`src/rtl/reg_bus_pkg.sv`:
```
// Shared types and defaults for the register-bus initiator.
// Optional feature macro: REG_BUS_VERIFY_EN (write read-back verify).
package reg_bus_pkg;

  localparam int unsigned REG_BUS_DW   = 16;
  localparam int unsigned REG_BUS_NREG = 4;

  // Encoding is fixed; VERIFY keeps its code even when the feature is built out.
  typedef enum logic [1:0] {
    ST_IDLE   = 2'd0,
    ST_ACCESS = 2'd1,
    ST_VERIFY = 2'd2,
    ST_RESP   = 2'd3
  } reg_bus_state_e;

  // Address width for a given target count, never below one bit.
  function automatic int unsigned reg_bus_aw(input int unsigned n);
    return (n > 32'd1) ? 32'($clog2(n)) : 32'd1;
  endfunction

endpackage

```
`src/rtl/reg_bus_decode.sv`:
```
// Target index decoder: one-hot select plus range flag.
module reg_bus_decode
  import reg_bus_pkg::*;
#(
  parameter  int unsigned NREG = REG_BUS_NREG,
  localparam int unsigned AW   = reg_bus_aw(NREG)
) (
  input  logic [AW-1:0]   idx,
  input  logic            en,
  output logic [NREG-1:0] onehot,
  output logic            in_range
);

  // Range check is independent of en; the select only fires when enabled and in range.
  always_comb begin
    onehot   = '0;
    in_range = (32'(idx) < NREG);
    for (int unsigned i = 0; i < NREG; i++) begin
      onehot[i] = en && (32'(idx) == i);
    end
  end

endmodule

```
`src/rtl/reg_bus_initiator.sv`:
```
// Single-outstanding command initiator for the simple register bus.
// Optional feature macro: REG_BUS_VERIFY_EN adds a read-back VERIFY cycle after writes.
module reg_bus_initiator
  import reg_bus_pkg::*;
#(
  parameter  int unsigned DW   = REG_BUS_DW,
  parameter  int unsigned NREG = REG_BUS_NREG,
  localparam int unsigned AW   = reg_bus_aw(NREG)
) (
  input  logic            clk,
  input  logic            rst,
  input  logic            cmd_valid,
  output logic            cmd_ready,
  input  logic            cmd_wr,
  input  logic [AW-1:0]   cmd_addr,
  input  logic [DW-1:0]   cmd_wdata,
  output logic            rsp_valid,
  input  logic            rsp_ready,
  output logic [DW-1:0]   rsp_rdata,
  output logic            rsp_err,
  output logic [NREG-1:0] bus_sel,
  output logic            bus_wr,
  output logic [DW-1:0]   bus_wdata,
  input  logic [DW-1:0]   bus_rdata
);

  localparam logic [1:0] IDLE   = 2'(ST_IDLE);
  localparam logic [1:0] ACCESS = 2'(ST_ACCESS);
  localparam logic [1:0] VERIFY = 2'(ST_VERIFY);
  localparam logic [1:0] RESP   = 2'(ST_RESP);

  logic [1:0]      state_q,     state_d;
  logic            wr_q,        wr_d;
  logic            rsp_valid_q, rsp_valid_d;
  logic [DW-1:0]   rsp_rdata_q, rsp_rdata_d;
  logic            rsp_err_q,   rsp_err_d;
  logic [NREG-1:0] bus_sel_q,   bus_sel_d;
  logic            bus_wr_q,    bus_wr_d;
  logic [DW-1:0]   bus_wdata_q, bus_wdata_d;
`ifdef REG_BUS_VERIFY_EN
  logic [DW-1:0]   wdata_q,     wdata_d;
`endif

  logic            dec_en;
  logic [NREG-1:0] dec_onehot;
  logic            dec_in_range;

  assign dec_en = cmd_valid && (state_q == IDLE);

  reg_bus_decode #(
    .NREG (NREG)
  ) u_decode (
    .idx      (cmd_addr),
    .en       (dec_en),
    .onehot   (dec_onehot),
    .in_range (dec_in_range)
  );

  // Next-state and next-output logic; bus outputs default to idle every cycle.
  always_comb begin
    state_d     = state_q;
    wr_d        = wr_q;
    rsp_valid_d = rsp_valid_q;
    rsp_rdata_d = rsp_rdata_q;
    rsp_err_d   = rsp_err_q;
    bus_sel_d   = '0;
    bus_wr_d    = 1'b0;
    bus_wdata_d = '0;
`ifdef REG_BUS_VERIFY_EN
    wdata_d     = wdata_q;
`endif

    case (state_q)
      IDLE: begin
        if (cmd_valid) begin
          wr_d = cmd_wr;
`ifdef REG_BUS_VERIFY_EN
          wdata_d = cmd_wdata;
`endif
          if (!dec_in_range) begin
            // Out-of-range: respond at once, bus untouched.
            state_d     = RESP;
            rsp_valid_d = 1'b1;
            rsp_rdata_d = '0;
            rsp_err_d   = 1'b1;
          end else begin
            state_d     = ACCESS;
            bus_sel_d   = dec_onehot;
            bus_wr_d    = cmd_wr;
            bus_wdata_d = cmd_wr ? cmd_wdata : '0;
          end
        end
      end

      ACCESS: begin
        if (wr_q) begin
`ifdef REG_BUS_VERIFY_EN
          state_d   = VERIFY;
          bus_sel_d = bus_sel_q;
`else
          state_d     = RESP;
          rsp_valid_d = 1'b1;
          rsp_rdata_d = '0;
          rsp_err_d   = 1'b0;
`endif
        end else begin
          state_d     = RESP;
          rsp_valid_d = 1'b1;
          rsp_rdata_d = bus_rdata;
          rsp_err_d   = 1'b0;
        end
      end

      VERIFY: begin
`ifdef REG_BUS_VERIFY_EN
        state_d     = RESP;
        rsp_valid_d = 1'b1;
        rsp_rdata_d = bus_rdata;
        rsp_err_d   = (bus_rdata != wdata_q);
`else
        state_d = IDLE;
`endif
      end

      RESP: begin
        if (rsp_ready) begin
          state_d     = IDLE;
          rsp_valid_d = 1'b0;
        end
      end

      default: state_d = IDLE;
    endcase
  end

  // State and registered outputs; reset abandons any transaction and drops the bus.
  always_ff @(posedge clk) begin
    if (rst) begin
      state_q     <= IDLE;
      wr_q        <= 1'b0;
      rsp_valid_q <= 1'b0;
      rsp_rdata_q <= '0;
      rsp_err_q   <= 1'b0;
      bus_sel_q   <= '0;
      bus_wr_q    <= 1'b0;
      bus_wdata_q <= '0;
`ifdef REG_BUS_VERIFY_EN
      wdata_q     <= '0;
`endif
    end else begin
      state_q     <= state_d;
      wr_q        <= wr_d;
      rsp_valid_q <= rsp_valid_d;
      rsp_rdata_q <= rsp_rdata_d;
      rsp_err_q   <= rsp_err_d;
      bus_sel_q   <= bus_sel_d;
      bus_wr_q    <= bus_wr_d;
      bus_wdata_q <= bus_wdata_d;
`ifdef REG_BUS_VERIFY_EN
      wdata_q     <= wdata_d;
`endif
    end
  end

  assign cmd_ready = (state_q == IDLE);
  assign rsp_valid = rsp_valid_q;
  assign rsp_rdata = rsp_rdata_q;
  assign rsp_err   = rsp_err_q;
  assign bus_sel   = bus_sel_q;
  assign bus_wr    = bus_wr_q;
  assign bus_wdata = bus_wdata_q;

endmodule

```
`config.mk`:
```
export PLATFORM = sky130hd
export DESIGN_NAME = reg_bus_initiator
export DESIGN_NICKNAME = d
export VERILOG_FILES = /design/src/rtl/reg_bus_pkg.sv /design/src/rtl/reg_bus_decode.sv /design/src/rtl/reg_bus_initiator.sv
export SDC_FILE = /design/constraint.sdc
export NUM_CORES = 1
export LEC_CHECK = 0
export CAP_MARGIN = 20
export CORE_MARGIN = 2
export CORE_UTILIZATION = 37
export DETAILED_ROUTE_END_ITERATION = 7
export GPL_ROUTABILITY_DRIVEN = 1
export HOLD_SLACK_MARGIN = 0.15
export PLACE_DENSITY = 0.78
export SYNTH_ARGS = -nofsm -noshare
export SYNTH_HDL_FRONTEND = slang
export SYNTH_SLANG_ARGS = --single-unit
```
`constraint.sdc`:
```
create_clock -name clk -period 1.5 [get_ports clk]
set_input_delay 0.225 -clock clk [delete_from_list [all_inputs] [get_ports clk]]
set_output_delay 0.225 -clock clk [all_outputs]
set_load 0.02 [all_outputs]
```
==> results of run 1 <==
## cell usage in the layout (no fill, tap or decap), types with 3 or more instances in the layout
cell type,instances
and3_1,18
buf_4,9
nand2_1,20
nor2_1,3
dlymetal6s2s_1,6
dfxtp_1,41
nand3b_1,16
clkdlybuf4s50_1,70
clkbuf_8,5
a21oi_1,18
## cells by family after synthesis
| logic type | count (synthesis) |
|---|---|
| other | 1 |
| flip-flops | 41 |
| AND/OR/NAND/NOR | 64 |
| AO/OA/AOI/OAI | 20 |
| buffers and inverters | 12 |
## power by group
part / total (mW) / internal, mW / switching [mW]
sequential: 1.17 / 1.14 / 0.0274
clock: 0.675 / 0.321 / 0.355
combinational: 0.411 / 0.230 / 0.181
## worst max path at each step
| stage | end | depth (start not counted) |
|---|---|---|
| floorplan | wr_q | 3 |
| global placement | bus_sel[0] | 4 |
| detailed placement | bus_sel[0] | 4 |
| CTS | rsp_valid | 1 |
| global route | rsp_rdata[11] | 1 |
| finish | rsp_rdata[1] | 1 |
## final cells by class
class	count	area share
Multi-Input combinational cell	85	0.212
Clock inverter	3	0.00757
Inverter	1	0.00162
Timing Repair Buffer	86	0.368
Sequential cell	41	0.355
Tap cell	48	0.0259
Clock buffer	5	0.0297
## metrics by stage
step | std cells | power [mW] | setup WS, ps
after CTS | 269 | 2.29 | 17.9
after global placement | 261 | 1.60 | 87.5
after floorplan | 138 | 1.37 | 379
after global routing | 269 | 2.37 | 0.203
after detailed placement | 261 | 1.61 | 70.4
final | 269 | 2.25 | 52.2
## layer usage
metal	wire length (um)	share of wire	global-route usage
met4	12	0.0037	0.0469
met3	303	0.093	0.0590
met5	0	0	0
met1	1330	0.41	0.177
met2	1590	0.49	0.280
## flip-flops by register name (all words and copies together) (netlist names)
| name | flops |
|---|---|
| bus_sel | 4 |
| bus_wdata | 16 |
| rsp_rdata | 16 |
| bus_wr | 1 |
| wr_q | 1 |
| state_q | 2 |
| rsp_valid | 1 |
## timing repair
| item | in CTS | in global routing |
|---|---|---|
| gates resized for setup | 1 | 6 |
| hold endpoints to repair | 0 | 0 |
| setup endpoints to repair | 1 | 6 |
| pin swaps | 0 | 0 |
==> impl_metrics.yaml, run 1 <==
finish:
  diodes: 0
  finalNetCount: 259
  area_growth_pct: 68.0
  final_area_mm2: 0.00231
  fin_util: 0.642
  regArea_um2: 821
  fill_cells: 311
  drive_gt1_frac: 0.0905
  multiInputGateArea_um2: 492
logic_synthesis:
  synth_commonest_cells: "dfxtp_1 (41), nand2_1 (20), a21oi_1 (18), and3_1 (18), nand3b_1 (16)"
  synth_compound_area_frac: 0.0772
  synth.net_count: 177
  synth_area_leaders: "dfxtp_1 (60%), nand3b_1 (8.7%), and3_1 (8.2%)"
  synth_top_family_by_area: "simple AND/OR/NAND/NOR gates"
  synth-simple-area-share: 0.277
  synth.cell_area_mm2: 0.00138
  yosysMostFrequentCell: "dfxtp_1"
  ys_ff_latch: 41
  synth-xor-area-share: 0
  synthFlopType: "dfxtp_1"
  ys_warn_count: 0
  synth_edf_count: 0
  syn_area_per_cell_um2: 9.98
  synthMuxAreaShare: 0
  synthCells: 138
  yosysTopAreaCellShare: 0.596
  yosysSeqAreaShare: 0.596
  ys_types: 21
  async_reset_ff_frac: 0
  synth_top_area_cell: "dfxtp_1"
  synthAdderAreaFrac: 0
critical_path:
  worstReg2RegEnd: "bus_sel[0]"
  r2r-start: "state_q[1]"
  reg2reg_slack_ps: 250
  cp_cell_sequence: "clkdlybuf4s50_1"
  slowest_delay_ps: 600
  endpoint_kind: "output pin"
  cp_max_fo: 2
  cp-start-kind: "flip-flop"
  cp_slowest_cell: "clkdlybuf4s50_1"
  r2r_cells: 4
  startpoint: "rsp_rdata[1]"
  cpLargestDelayFamily: "buffers and inverters"
  worstPathRequired_ps: 1270
  crit_arrival_ps: 1220
  cp_num_buf_inv: 1
  path_class: "reg -> out"
clock_tree:
  cts_buffers: 5
  clk_latency_ps: 280
  path_clk_slew_ps: 80
  tritoncts: "built"
  cts.htree.levels: 2
  cts_setup_buffers: 0
  cts_buffer_depth: 2
  cts.sinks: 41
  cts-root-buf: "clkbuf_8"
  hold_buffers: 0
hold_path:
  hp-class: "reg -> reg"
  hold_start: "rsp_rdata[6]"
  min_path_cells: 2
  min_delay_worst_endpoint: "rsp_rdata[6]"
die:
  die_area_mm2: 0.00423
  core_mm2: 0.00361
  pin_count: 79
  start_util: 0.382
  die_h_um: 65.0
  die_w_um: 65.0
  rows: 22
drt:
  wl_per_cell_um: 12.1
  first_iter_violations: 49
  post_drt_via_cell_ratio: 4.61
  via_count: 1239
  first_pass_iters: 4
  final_antenna_net_count: 0
  drc: 0
  wl_um: 3240
timing:
  fin_crit_sh: 0.965
  period_minus_slack_ps: 1450
  maxSlewViolCount: 0
  worst_pin_slew_ps: 498
  slew-limit-headroom: 0.667
  timing.hold.ws_ps: 453
  hold_viol: 0
  final.setup_skew_ps: 4.34
  finalSetupViolations: 0
  max_freq_mhz: 691
  fin_tns_setup_ps: 0
  rsz0062_at_grt: "no"
global_routing:
  antenna_found_initial: 0
  grt_pass1_vias: 1176
  gr-total-overflow: 0
  grt_pass1_wl_um: 5210
  grt_max_degree: 21
  grt.total_usage: 0.158
power:
  power_leakage_nw: 1.02
  irDropWorstVdd_mv: 0.644
  p_per_area_mw_per_mm2: 973
placement:
  place_area_mm2: 0.00221
  dp_hpwl_um: 2310
  gp_congestion: 0.750
  portBuffers: 77
status:
  status: "completed"
flow_run:
  maxCapViolations: 0
No activity file was read; power rests on OpenSTA's default activity.
==> run 2, diff against run 1 <==
CORE_MARGIN = 10   (was 2)
CORE_UTILIZATION = 57   (was 37)
DONT_BUFFER_PORTS = 1   (was not set)
PLACE_DENSITY = 0.72   (was 0.78)
==> run 2 against run 1 <==
Effect of this change: core utilization is 18 points higher; register-to-register slack better by 40 ps; largest power group unchanged; non-clock buffer count is 44 lower.
==> impl_metrics.yaml, run 2 (synthesis results as in run 1) <==
drt:
  drc: 0
  wl_um: 3980
  first_iter_violations: 65
  wl_per_cell_um: 19.4
  post_drt_via_cell_ratio: 5.46
  via_count: 1119
  first_pass_iters: 4
  final_antenna_net_count: 0
die:
  die_area_mm2: 0.00478
  rows: 17
  start_util: 0.611
  die_h_um: 69.2
  die_w_um: 69.2
  core_mm2: 0.00225
  pin_count: 79
critical_path:
  path_class: "reg -> out"
  crit_arrival_ps: 1100
  cp-start-kind: "flip-flop"
  worstPathRequired_ps: 1270
  cp_max_fo: 8
  endpoint_kind: "output pin"
power:
  irDropWorstVdd_mv: 0.865
  finalPower_mw: 2.19
  power_leakage_nw: 0.778
  p_per_area_mw_per_mm2: 1190
global_routing:
  gr-total-overflow: 0
  antenna_found_initial: 0
  grt_pass1_wl_um: 6270
  grt_max_degree: 21
  grt.total_usage: 0.159
  grt_pass1_vias: 1179
flow_run:
  maxCapViolations: 0
placement:
  portBuffers: 0
  dp_hpwl_um: 2440
  gp_congestion: 0.726
clock_tree:
  clk_latency_ps: 350
  cts-root-buf: "clkbuf_4"
  cts_buffers: 5
  cts_setup_buffers: 0
  cts_buffer_depth: 2
  path_clk_slew_ps: 130
  cts.htree.levels: 2
  tritoncts: "built"
  cts.sinks: 41
timing:
  maxSlewViolCount: 0
  max_freq_mhz: 757
  period_minus_slack_ps: 1320
  finalSetupViolations: 0
  timing.hold.ws_ps: 246
  fin_tns_setup_ps: 0
  slew-limit-headroom: 0.510
  worst_pin_slew_ps: 734
  hold_viol: 0
  fin_crit_sh: 0.881
  final.setup_skew_ps: 17.3
  rsz0062_at_grt: "no"
finish:
  regArea_um2: 821
  multiInputGateArea_um2: 492
  finalNetCount: 215
  final_cell_mix: "dfxtp_1 (41), dlygate4sd3_1 (37), nand2_1 (20)"
  drive_gt1_frac: 0.0847
  area_growth_pct: 34.2
  fill_cells: 130
  final_common_cell: "dfxtp_1"
  diodes: 0
status:
  status: "completed"
hold_path:
  hp-class: "in -> reg"
==> run 2: worst max-delay path, cell delays in order (launching register included) <==
cell     delay, ps
dfxtp_1        480
nor2_1         100
buf_4          170
==> run 2: layout make-up <==
cell class                 count  share of cell area
clock inverter                 3              0.0251
tap                           28              0.0190
inverter                       1             0.00203
clock buffer                   5              0.0203
sequential                    41               0.444
multi-input combinational     85               0.266
timing repair buffer          42               0.223
==> run 2: power by group <==
| part | switching (mW) | internal [mW] | leakage, nW |
|---|---|---|---|
| clock network | 0.365 | 0.353 | 0.0414 |
| logic | 0.106 | 0.130 | 0.403 |
| registers | 0.0969 | 1.14 | 0.334 |
==> run 2: through the flow <==
step	instances	util	instance area [um^2]	setup WS, ps
after floorplan	138	-	1380	379
after global placement	159	0.613	1380	413
after detailed placement	159	0.613	1380	346
after CTS	205	0.819	1850	6.27
after global routing	205	0.820	1850	111
final	205	0.820	1850	178
==> run 2: per-layer routing <==
layer | vias up | share of wire | GRT usage | wire length [um]
li1 | 540 | - | - | -
met1 | 508 | 0.35 | 0.154 | 1410
met2 | 60 | 0.51 | 0.265 | 2020
met3 | 11 | 0.12 | 0.0956 | 469
met4 | 0 | 0.022 | 0.0687 | 87
met5 | - | 0 | 0 | 0
==> run 2: worst paths after layout <==
kind	start	endpoint	slack, ps	cells past startpoint
max reg2reg	state_q[0]	rsp_rdata[9]	290	4
max	state_q[0]	cmd_ready	180	2
min reg2reg	rsp_rdata[1]	rsp_rdata[1]	560	2
min	cmd_valid	bus_wr	250	2
==> run 2: what timing repair did <==
item | in CTS | in global routing
gates resized for setup | 0 | 1
hold buffers | 38 | 0
endpoints found under the hold margin | 41 | 0
setup endpoints to repair | 0 | 21
